[src/rtl/expr_sweep_ctrl.sv]
// Sweeps all 16 input vectors into a 4-in/3-out expression block,
// checks res1/res2 against a golden model and folds all results into a MISR.
module expr_sweep_ctrl #(
   parameter int          SETTLE_CYCLES = 2,
   parameter logic [15:0] MISR_POLY     = 16'h1021,
   parameter logic [15:0] MISR_SEED     = 16'hFFFF
) (
   input  logic        clk,
   input  logic        rst_n,
   input  logic        start,
   output logic        a,
   output logic        b,
   output logic        c,
   output logic        d,
   input  logic        res1,
   input  logic        res2,
   input  logic        res3,
   output logic        busy,
   output logic        done,
   output logic [15:0] signature,
   output logic [7:0]  err_count,
   output logic        first_err_valid,
   output logic [3:0]  first_err_vec
);

   typedef enum logic [1:0] {
      IDLE,
      DRIVE,
      SAMPLE,
      DONE
   } state_t;

   localparam logic [3:0] SETTLE_LAST = 4'(SETTLE_CYCLES - 1);

   state_t      state;
   logic [3:0]  vec;
   logic [3:0]  settle_cnt;
   logic        exp1;
   logic        exp2;
   logic        mismatch;
   logic [15:0] misr_next;

   assign a = vec[3];
   assign b = vec[2];
   assign c = vec[1];
   assign d = vec[0];

   always_comb begin
      exp1      = ~(vec[3] & vec[2]);
      exp2      = (vec[3] & vec[2]) | ~(vec[1] ^ vec[0]);
      mismatch  = (res1 != exp1) | (res2 != exp2);
      misr_next = {signature[14:0], 1'b0}
                ^ (signature[15] ? MISR_POLY : 16'h0000)
                ^ {13'b0, res1, res2, res3};
   end

   always_ff @(posedge clk) begin
      if (!rst_n) begin
         state           <= IDLE;
         vec             <= 4'h0;
         settle_cnt      <= 4'h0;
         busy            <= 1'b0;
         done            <= 1'b0;
         signature       <= MISR_SEED;
         err_count       <= 8'h00;
         first_err_valid <= 1'b0;
         first_err_vec   <= 4'h0;
      end else begin
         unique case (state)
            IDLE, DONE: begin
               if (start) begin
                  state           <= DRIVE;
                  vec             <= 4'h0;
                  settle_cnt      <= 4'h0;
                  busy            <= 1'b1;
                  done            <= 1'b0;
                  signature       <= MISR_SEED;
                  err_count       <= 8'h00;
                  first_err_valid <= 1'b0;
                  first_err_vec   <= 4'h0;
               end
            end
            DRIVE: begin
               settle_cnt <= settle_cnt + 4'h1;
               if (settle_cnt == SETTLE_LAST) begin
                  state <= SAMPLE;
               end
            end
            SAMPLE: begin
               signature <= misr_next;
               // one count per vector even if both results are wrong
               if (mismatch) begin
                  if (err_count != 8'hFF) begin
                     err_count <= err_count + 8'h01;
                  end
                  if (!first_err_valid) begin
                     first_err_valid <= 1'b1;
                     first_err_vec   <= vec;
                  end
               end
               if (vec == 4'hF) begin
                  state <= DONE;
                  busy  <= 1'b0;
                  done  <= 1'b1;
               end else begin
                  vec        <= vec + 4'h1;
                  settle_cnt <= 4'h0;
                  state      <= DRIVE;
               end
            end
            default: state <= IDLE;
         endcase
      end
   end

endmodule

[config.mk]
export PLATFORM = sky130hd
export DESIGN_NAME = expr_sweep_ctrl
export DESIGN_NICKNAME = d
export VERILOG_FILES = /design/src/rtl/expr_sweep_ctrl.sv
export SDC_FILE = /design/constraint.sdc
export NUM_CORES = 1
export LEC_CHECK = 0
export ABC_AREA = 1
export CAP_MARGIN = 0
export CORE_MARGIN = 4
export CORE_UTILIZATION = 56
export CTS_CLUSTER_DIAMETER = 150
export DETAILED_ROUTE_END_ITERATION = 16
export PLACE_DENSITY = 0.85
export SLEW_MARGIN = 5
export SYNTH_ARGS = -nofsm -noshare
export SYNTH_HDL_FRONTEND = slang
export SYNTH_SLANG_ARGS = --single-unit
[constraint.sdc]
create_clock -name clk -period 4 [get_ports clk]
set_input_delay 1.2 -clock clk [delete_from_list [all_inputs] [get_ports clk]]
set_output_delay 1.2 -clock clk [all_outputs]
set_load 0.005 [all_outputs]
==> results of run 1 <==
## final cells by class
| type | instances | area [um^2] |
|---|---|---|
| Clock buffer | 7 | 86.33 |
| Clock inverter | 1 | 30.03 |
| Fill cell | 306 | 1039 |
| Inverter | 38 | 142.6 |
| Multi-Input combinational cell | 205 | 1102 |
| Sequential cell | 41 | 820.8 |
| Tap cell | 48 | 60.06 |
| Timing Repair Buffer | 41 | 407.9 |
## layout by cell type, fill, tap and decap left out, types with 2 or more instances in the layout
cell	synthesis	routed
nor3_1	2	2
clkbuf_8	0	6
inv_1	36	36
a21oi_1	12	12
nor2_1	25	25
ha_1	7	7
xnor2_1	2	2
nand2_1	76	76
o211ai_1	3	3
o21ai_0	7	7
a21oi_2	6	6
nor2_4	3	3
dfxtp_1	41	41
xor2_1	3	3
clkdlybuf4s50_1	0	40
nand4_1	18	18
nand2_2	8	8
o21ai_1	2	2
nand3_1	23	23
## through the flow
| step | cells | hold WS [ns] | cell area [um^2] |
|---|---|---|---|
| floorplan | 297 | 0.4554 | 2158 |
| global placement | 373 | 0.4555 | 2534 |
| detailed placement | 373 | 0.4545 | 2534 |
| CTS | 381 | 0.4681 | 2650 |
| global route | 381 | 0.4935 | 2650 |
| finish | 381 | 0.4662 | 2650 |
## synth_stat cells (all sizes together)
cell type / count
nand2: 84
dfxtp: 41
inv: 37
nor2: 29
nand3: 25
a21oi: 19
nand4: 18
buf: 12
o21ai: 10
ha: 7
o211ai: 3
xor2: 3
nor3: 2
xnor2: 2
a211oi: 1
a31oi: 1
clkbuf: 1
clkinv: 1
nor3b: 1
## power by group through the flow
stage / Clock [mW] / Combinational [mW] / Sequential [mW]
floorplan: 0 / 0.305 / 0.515
finish: 0.344 / 0.431 / 0.512
global route: 0.363 / 0.491 / 0.521
CTS: 0.346 / 0.431 / 0.512
global placement: 0 / 0.418 / 0.519
detailed placement: 0 / 0.429 / 0.519
## final timing paths
path | end | startpoint | slack, ns | cells past startpoint
hold reg to reg | first_err_vec[2] | first_err_vec[2] | 0.47 | 2
setup / recovery | signature[14] | start | 1.23 | 6
setup reg to reg | signature[14] | state[0] | 1.42 | 7
hold / removal | first_err_vec[2] | first_err_vec[2] | 0.47 | 2
## layer usage
metal | global-route usage, % | wire length, um | vias up
li1 | - | - | 1027
met1 | 25.66 | 2147 | 904
met2 | 32.63 | 2135 | 47
met3 | 4.748 | 197 | 13
met4 | 9.574 | 124 | 0
met5 | 0 | 0 | -
## worst max-delay path: cells and delay by family
family                 cells  cell delay [ns]
and+or+nand+nor            4             0.72
buffers and inverters      2             1.02
## state kept, by name, indices dropped and copies added (netlist names)
register         count
vec                  4
err_count            8
settle_cnt           4
first_err_vec        4
state                2
signature           16
first_err_valid      1
done                 1
busy                 1
## kinds of logic after synthesis
family / after synthesis / share of synthesized area [%]
AOI/OAI and AO/OA: 34 / 10.38
DFF: 41 / 38.03
xor gates and xnor gates: 5 / 2.029
buffers and inverters: 51 / 10.90
adders and majority gates: 7 / 4.058
and+or+nand+nor: 159 / 34.61
==> reports/metrics.yaml, run 1 <==
worst_setup_path:
  cp-start-kind: "input pin"
  setup.worst_path.end_class: "flip-flop"
  crit_top_cell: "nor2_4"
  crit_path_top_delay_cell: "clkdlybuf4s50_1"
  crit_path_max_incr_delay_ns: 0.52
  crit_fanout: 17
  worst-endpoint-arrival_ns: 2.95
  critPathKind: "input pin to flip-flop"
  worstPathRequired_ns: 4.18
  crit_chain: "clkdlybuf4s50_1 -> nor2_4 -> nor2_4 -> clkinv_1 -> nand2_1 -> nand3_1"
flow_run:
  drv_cap: 0
routing:
  detail-route-antenna-nets: 0
  dr_total_vias: 1991
  drc: 0
  wl_per_cell_um: 12.08
  detail_route.iter0.violations: 147
  via_per_inst: 5.226
  totalWireLength_mm: 4.604
  firstDrtPassIters: 4
floorplan:
  start_util_pct: 58.51
  die_h_um: 70.08
  dieWidth_um: 70.08
  rows: 22
  io_pins: 41
  design.core.area_um2: 3689
  die_area_um2: 4911
layout:
  nets: 345
  final_core_util_pct: 71.85
  antenna_cells: 0
  drive_gt1_share_pct: 9.910
  syn2layout_area_growth_pct: 22.78
grt:
  grt_usage_pct: 20.34
  grt_max_degree: 24
  grt_pass1_wl_mm: 8.176
  grt_pass1_vias: 1869
  overflow: 0
  antenna_found_initial: 0
power_and_ir_drop:
  combPwrFrac_pct: 33.5
  power.share.clock_pct: 26.7
  finalPower_mw: 1.288
  p_sw_mw: 0.4392
  internal-power_mw: 0.8485
  vdd_drop_max_uv: 357.8
  p_seq_share_pct: 39.8
  pwr_density_cell_nw_per_um2: 485.9
  p_leak_nw: 1.081
  p_sw_share_pct: 34.11
clock_network:
  cts_root_buffer: "clkbuf_8"
  cts_buffers: 5
  cts_tree: "built"
  clk_latency_ns: 0.30
  cts_resized: 0
  postCtsSetupRepairBufs: 0
  cts_buffer_depth: 2
  cts_hold_buf: 0
  cts.sinks: 41
  cts.htree.levels: 2
  clkSlewWorstSetupHoldPaths_ns: 0.07
timing:
  hold_viol_final: 0
  skew_ns: 0.004493
  fmax_mhz: 360.9
  worst_pin_slew_ns: 0.7661
  worst_slack_ns: 1.229
  rsz0062_at_grt: "no"
  drv_slew: 0
  min_period_ns: 2.771
  slew_headroom_pct: 48.93
  tns_ns: 0
  setup_viol: 0
  timing.final.crit_share_pct: 69.28
logic_synthesis:
  yosys_warnings: 0
  ys_seq_area_share_pct: 38.03
  ys_ff_latch: 41
  syn_area_um2: 2158
  synth_top_cell_by_area: "dfxtp_1"
  yosysUniqueCellTypes: 31
  syn-instance-count: 297
  synth.top_cells.by_area: "dfxtp_1, nand2_1, inv_1"
  synth_nets: 310
  yosysTopAreaCellShare_pct: 38.03
  synth_area_per_cell_um2: 7.267
placed_design:
  dp_hpwl_mm: 3.237
  place_congestion: 0.8455
  dp_slack_ns: 0.9390
  io_buffers: 40
hold_path:
  hold_path_class: "flip-flop to flip-flop"
status:
  run_status: "complete, no violations"
Power figures use the tool's default switching activity.
==> run 2: changes to the inputs <==
--- a/config.mk
+++ b/config.mk
@@ -8,10 +8,10 @@
 export ABC_AREA = 1
 export CAP_MARGIN = 0
 export CORE_MARGIN = 4
-export CORE_UTILIZATION = 56
+export CORE_UTILIZATION = 47
 export CTS_CLUSTER_DIAMETER = 150
 export DETAILED_ROUTE_END_ITERATION = 16
-export PLACE_DENSITY = 0.85
+export PLACE_DENSITY = 0.76
 export SLEW_MARGIN = 5
 export SYNTH_ARGS = -nofsm -noshare
 export SYNTH_HDL_FRONTEND = slang
==> constraint.sdc (replaced) <==
create_clock -name clk -period 2.4 [get_ports clk]
set_input_delay 0.72 -clock clk [delete_from_list [all_inputs] [get_ports clk]]
set_output_delay 0.72 -clock clk [all_outputs]
set_load 0.005 [all_outputs]
==> run 2 against run 1 <==
Routed wire length rose by 1.8%. Via count rose by 0.25%. Critical endpoint is now b. Final cell count rose by 2.1%. Combinational power rose by 71%. Design area rose by 1.3%. Power rose by 68%. Die area rose by 17%. Hold slack barely moved. Flip-flop and latch count did not move. Core utilization fell by 11 points.
==> reports/metrics.yaml, run 2 (same netlist as run 1, synthesis figures left out) <==
status:
  run_status: "complete, no violations"  # unchanged
power_and_ir_drop:
  finalPower_mw: 2.161  # was 1.288 mW
  pwr_density_cell_nw_per_um2: 804.7  # was 485.9 nW/um^2
  p_leak_nw: 1.101  # was 1.081 nW
  vdd_drop_max_uv: 463.0  # was 357.8 uV
floorplan:
  die_h_um: 75.77  # was 70.08 um
  io_pins: 41  # unchanged
  start_util_pct: 48.89  # was 58.51%
  rows: 24  # was 22
  dieWidth_um: 75.77  # was 70.08 um
  design.core.area_um2: 4414  # was 3689 um^2
  die_area_um2: 5740  # was 4911 um^2
grt:
  overflow: 0  # unchanged
  antenna_found_initial: 0  # unchanged
  grt_pass1_vias: 1854  # was 1869
  grt_max_degree: 21  # was 24
  grt_pass1_wl_mm: 8.010  # was 8.176 mm
  grt_usage_pct: 18.18  # was 20.34%
placed_design:
  io_buffers: 40  # unchanged
  dp.cells: 381  # was 373
  place_congestion: 0.8877  # was 0.8455
  dp_hpwl_mm: 3.408  # was 3.237 mm
worst_setup_path:
  worstPathRequired_ns: 1.68  # was 4.18 ns
  crit_path_max_incr_delay_ns: 0.56  # was 0.52 ns
  worst-path-buf-inv: 1  # was 2
  setup.worst_path.end_class: "output pin"  # was flip-flop
  crit_path_top_delay_cell: "clkdlybuf4s50_1"  # unchanged
  worst-endpoint-arrival_ns: 1.33  # was 2.95 ns
  cp-start-kind: "flip-flop"  # was input pin
  crit_chain: "clkdlybuf4s50_1"  # was clkdlybuf4s50_1 -> nor2_4 -> nor2_4 -> clkinv_1 -> nand2_1 -> nand3_1
  crit_fanout: 7  # was 17
  path_delay_family: "buffers and inverters"  # unchanged
  critPathKind: "flip-flop to output pin"  # was input pin to flip-flop
timing:
  timing.final.crit_share_pct: 85.47
  drv_slew: 0  # unchanged
  fmax_mhz: 487.5
  hold_viol_final: 0  # unchanged
  worst_pin_slew_ns: 0.4812  # was 0.7661 ns
  min_period_ns: 2.051
  slew_headroom_pct: 67.89  # was 48.93%
  rsz0062_at_grt: "no"  # unchanged
  tns_ns: 0  # unchanged
  skew_ns: 0.007681  # was 0.004493 ns
  setup_viol: 0  # unchanged
routing:
  firstDrtPassIters: 4  # unchanged
  detail-route-antenna-nets: 0  # unchanged
  detail_route.iter0.violations: 117  # was 147
  drc: 0  # unchanged
  via_per_inst: 5.131  # was 5.226
  totalWireLength_mm: 4.689  # was 4.604 mm
  dr_total_vias: 1996  # was 1991
  wl_per_cell_um: 12.05  # was 12.08 um
layout:
  drive_gt1_share_pct: 10.98  # was 9.910%
  largest_reg_flops: 16  # unchanged
  nets: 349  # was 345
  final_common_cell: "nand2_1"  # unchanged
  top_register: "signature"  # unchanged
  final_cell_mix: "nand2_1, dfxtp_1, clkdlybuf4s50_1"  # unchanged
  antenna_cells: 0  # unchanged
  instances_no_fill: 389  # was 381
  syn2layout_area_growth_pct: 24.41  # was 22.78%
  reg_top3: "signature (16), err_count (8)"  # unchanged
clock_network:
  cts_resized: 0  # unchanged
  cts_root_buffer: "clkbuf_8"  # unchanged
  cts.sinks: 41  # unchanged
  cts_tree: "built"  # unchanged
  cts_buffer_depth: 2  # unchanged
  postCtsSetupRepairBufs: 0  # unchanged
  cts_hold_buf: 0  # unchanged
  clk_latency_ns: 0.29  # was 0.30 ns
  clkSlewWorstSetupHoldPaths_ns: 0.08  # was 0.07 ns
  cts_buffers: 5  # unchanged
  cts.htree.levels: 2  # unchanged
hold_path:
  hold_path_class: "flip-flop to flip-flop"  # unchanged
flow_run:
  drv_cap: 0  # unchanged
[run 2: cell count changes in the layout (fill, tap and decap cells not counted), sizes merged]
cell  before  now
buf        1    5
[run 2: path summary, 6_finish.rpt]
kind / slack [ns] / from / cells after the start / endpoint
worst min-delay path: 0.47 / first_err_vec[2] / 2 / first_err_vec[2]
worst min register to register: 0.47 / first_err_vec[2] / 2 / first_err_vec[2]
worst max register to register: 0.49 / state[0] / 7 / err_count[2]
worst max-delay path: 0.35 / vec[2] / 1 / b
[run 2: report_power, final]
group          internal (mW)  switching (mW)  total, mW
logic                  0.324           0.415      0.739
registers              0.771          0.0818      0.852
clock network          0.339           0.230      0.569
total                   1.43           0.727       2.16
[run 2: layout make-up]
| type | count | area (um^2) |
|---|---|---|
| clock buffer | 7 | 86.33 |
| clock inverter | 1 | 30.03 |
| fill | 410 | 1729 |
| inverter | 38 | 142.6 |
| multi-input combinational | 205 | 1102 |
| sequential | 41 | 820.8 |
| tap | 52 | 65.06 |
| timing repair buffer | 45 | 437.9 |
[run 2: layer usage]
layer | GRT usage (%) | vias to the layer above | wire [um]
li1 | - | 1041 | -
met1 | 22.80 | 897 | 2203
met2 | 28.99 | 53 | 2182
met3 | 5.541 | 5 | 229
met4 | 7.379 | 0 | 73
met5 | 0 | - | 0
[run 2: metrics by stage]
step | utilization (%) | worst slack [ns] | instance area (um^2) | hold slack, ns
floorplan | - | 0.8514 | 2158 | 0.4554
finish | 60.83 | 0.3486 | 2685 | 0.4657
global route | 60.83 | 0.2722 | 2685 | 0.4816
CTS | 60.83 | 0.3414 | 2685 | 0.4678
global placement | 58.19 | 0.2232 | 2569 | 0.4581
detailed placement | 58.19 | 0.1905 | 2569 | 0.4531
==> run 3: changes to the inputs <==
--- a/config.mk
+++ b/config.mk
@@ -12,7 +12,10 @@
 export CTS_CLUSTER_DIAMETER = 150
 export DETAILED_ROUTE_END_ITERATION = 16
 export PLACE_DENSITY = 0.76
+export SKIP_CTS_REPAIR_TIMING = 1
+export SKIP_LAST_GASP = 1
 export SLEW_MARGIN = 5
 export SYNTH_ARGS = -nofsm -noshare
 export SYNTH_HDL_FRONTEND = slang
 export SYNTH_SLANG_ARGS = --single-unit
+export TNS_END_PERCENT = 5
==> results of run 3 <==
Final layout, timing and power as in run 2 (identical DEF).
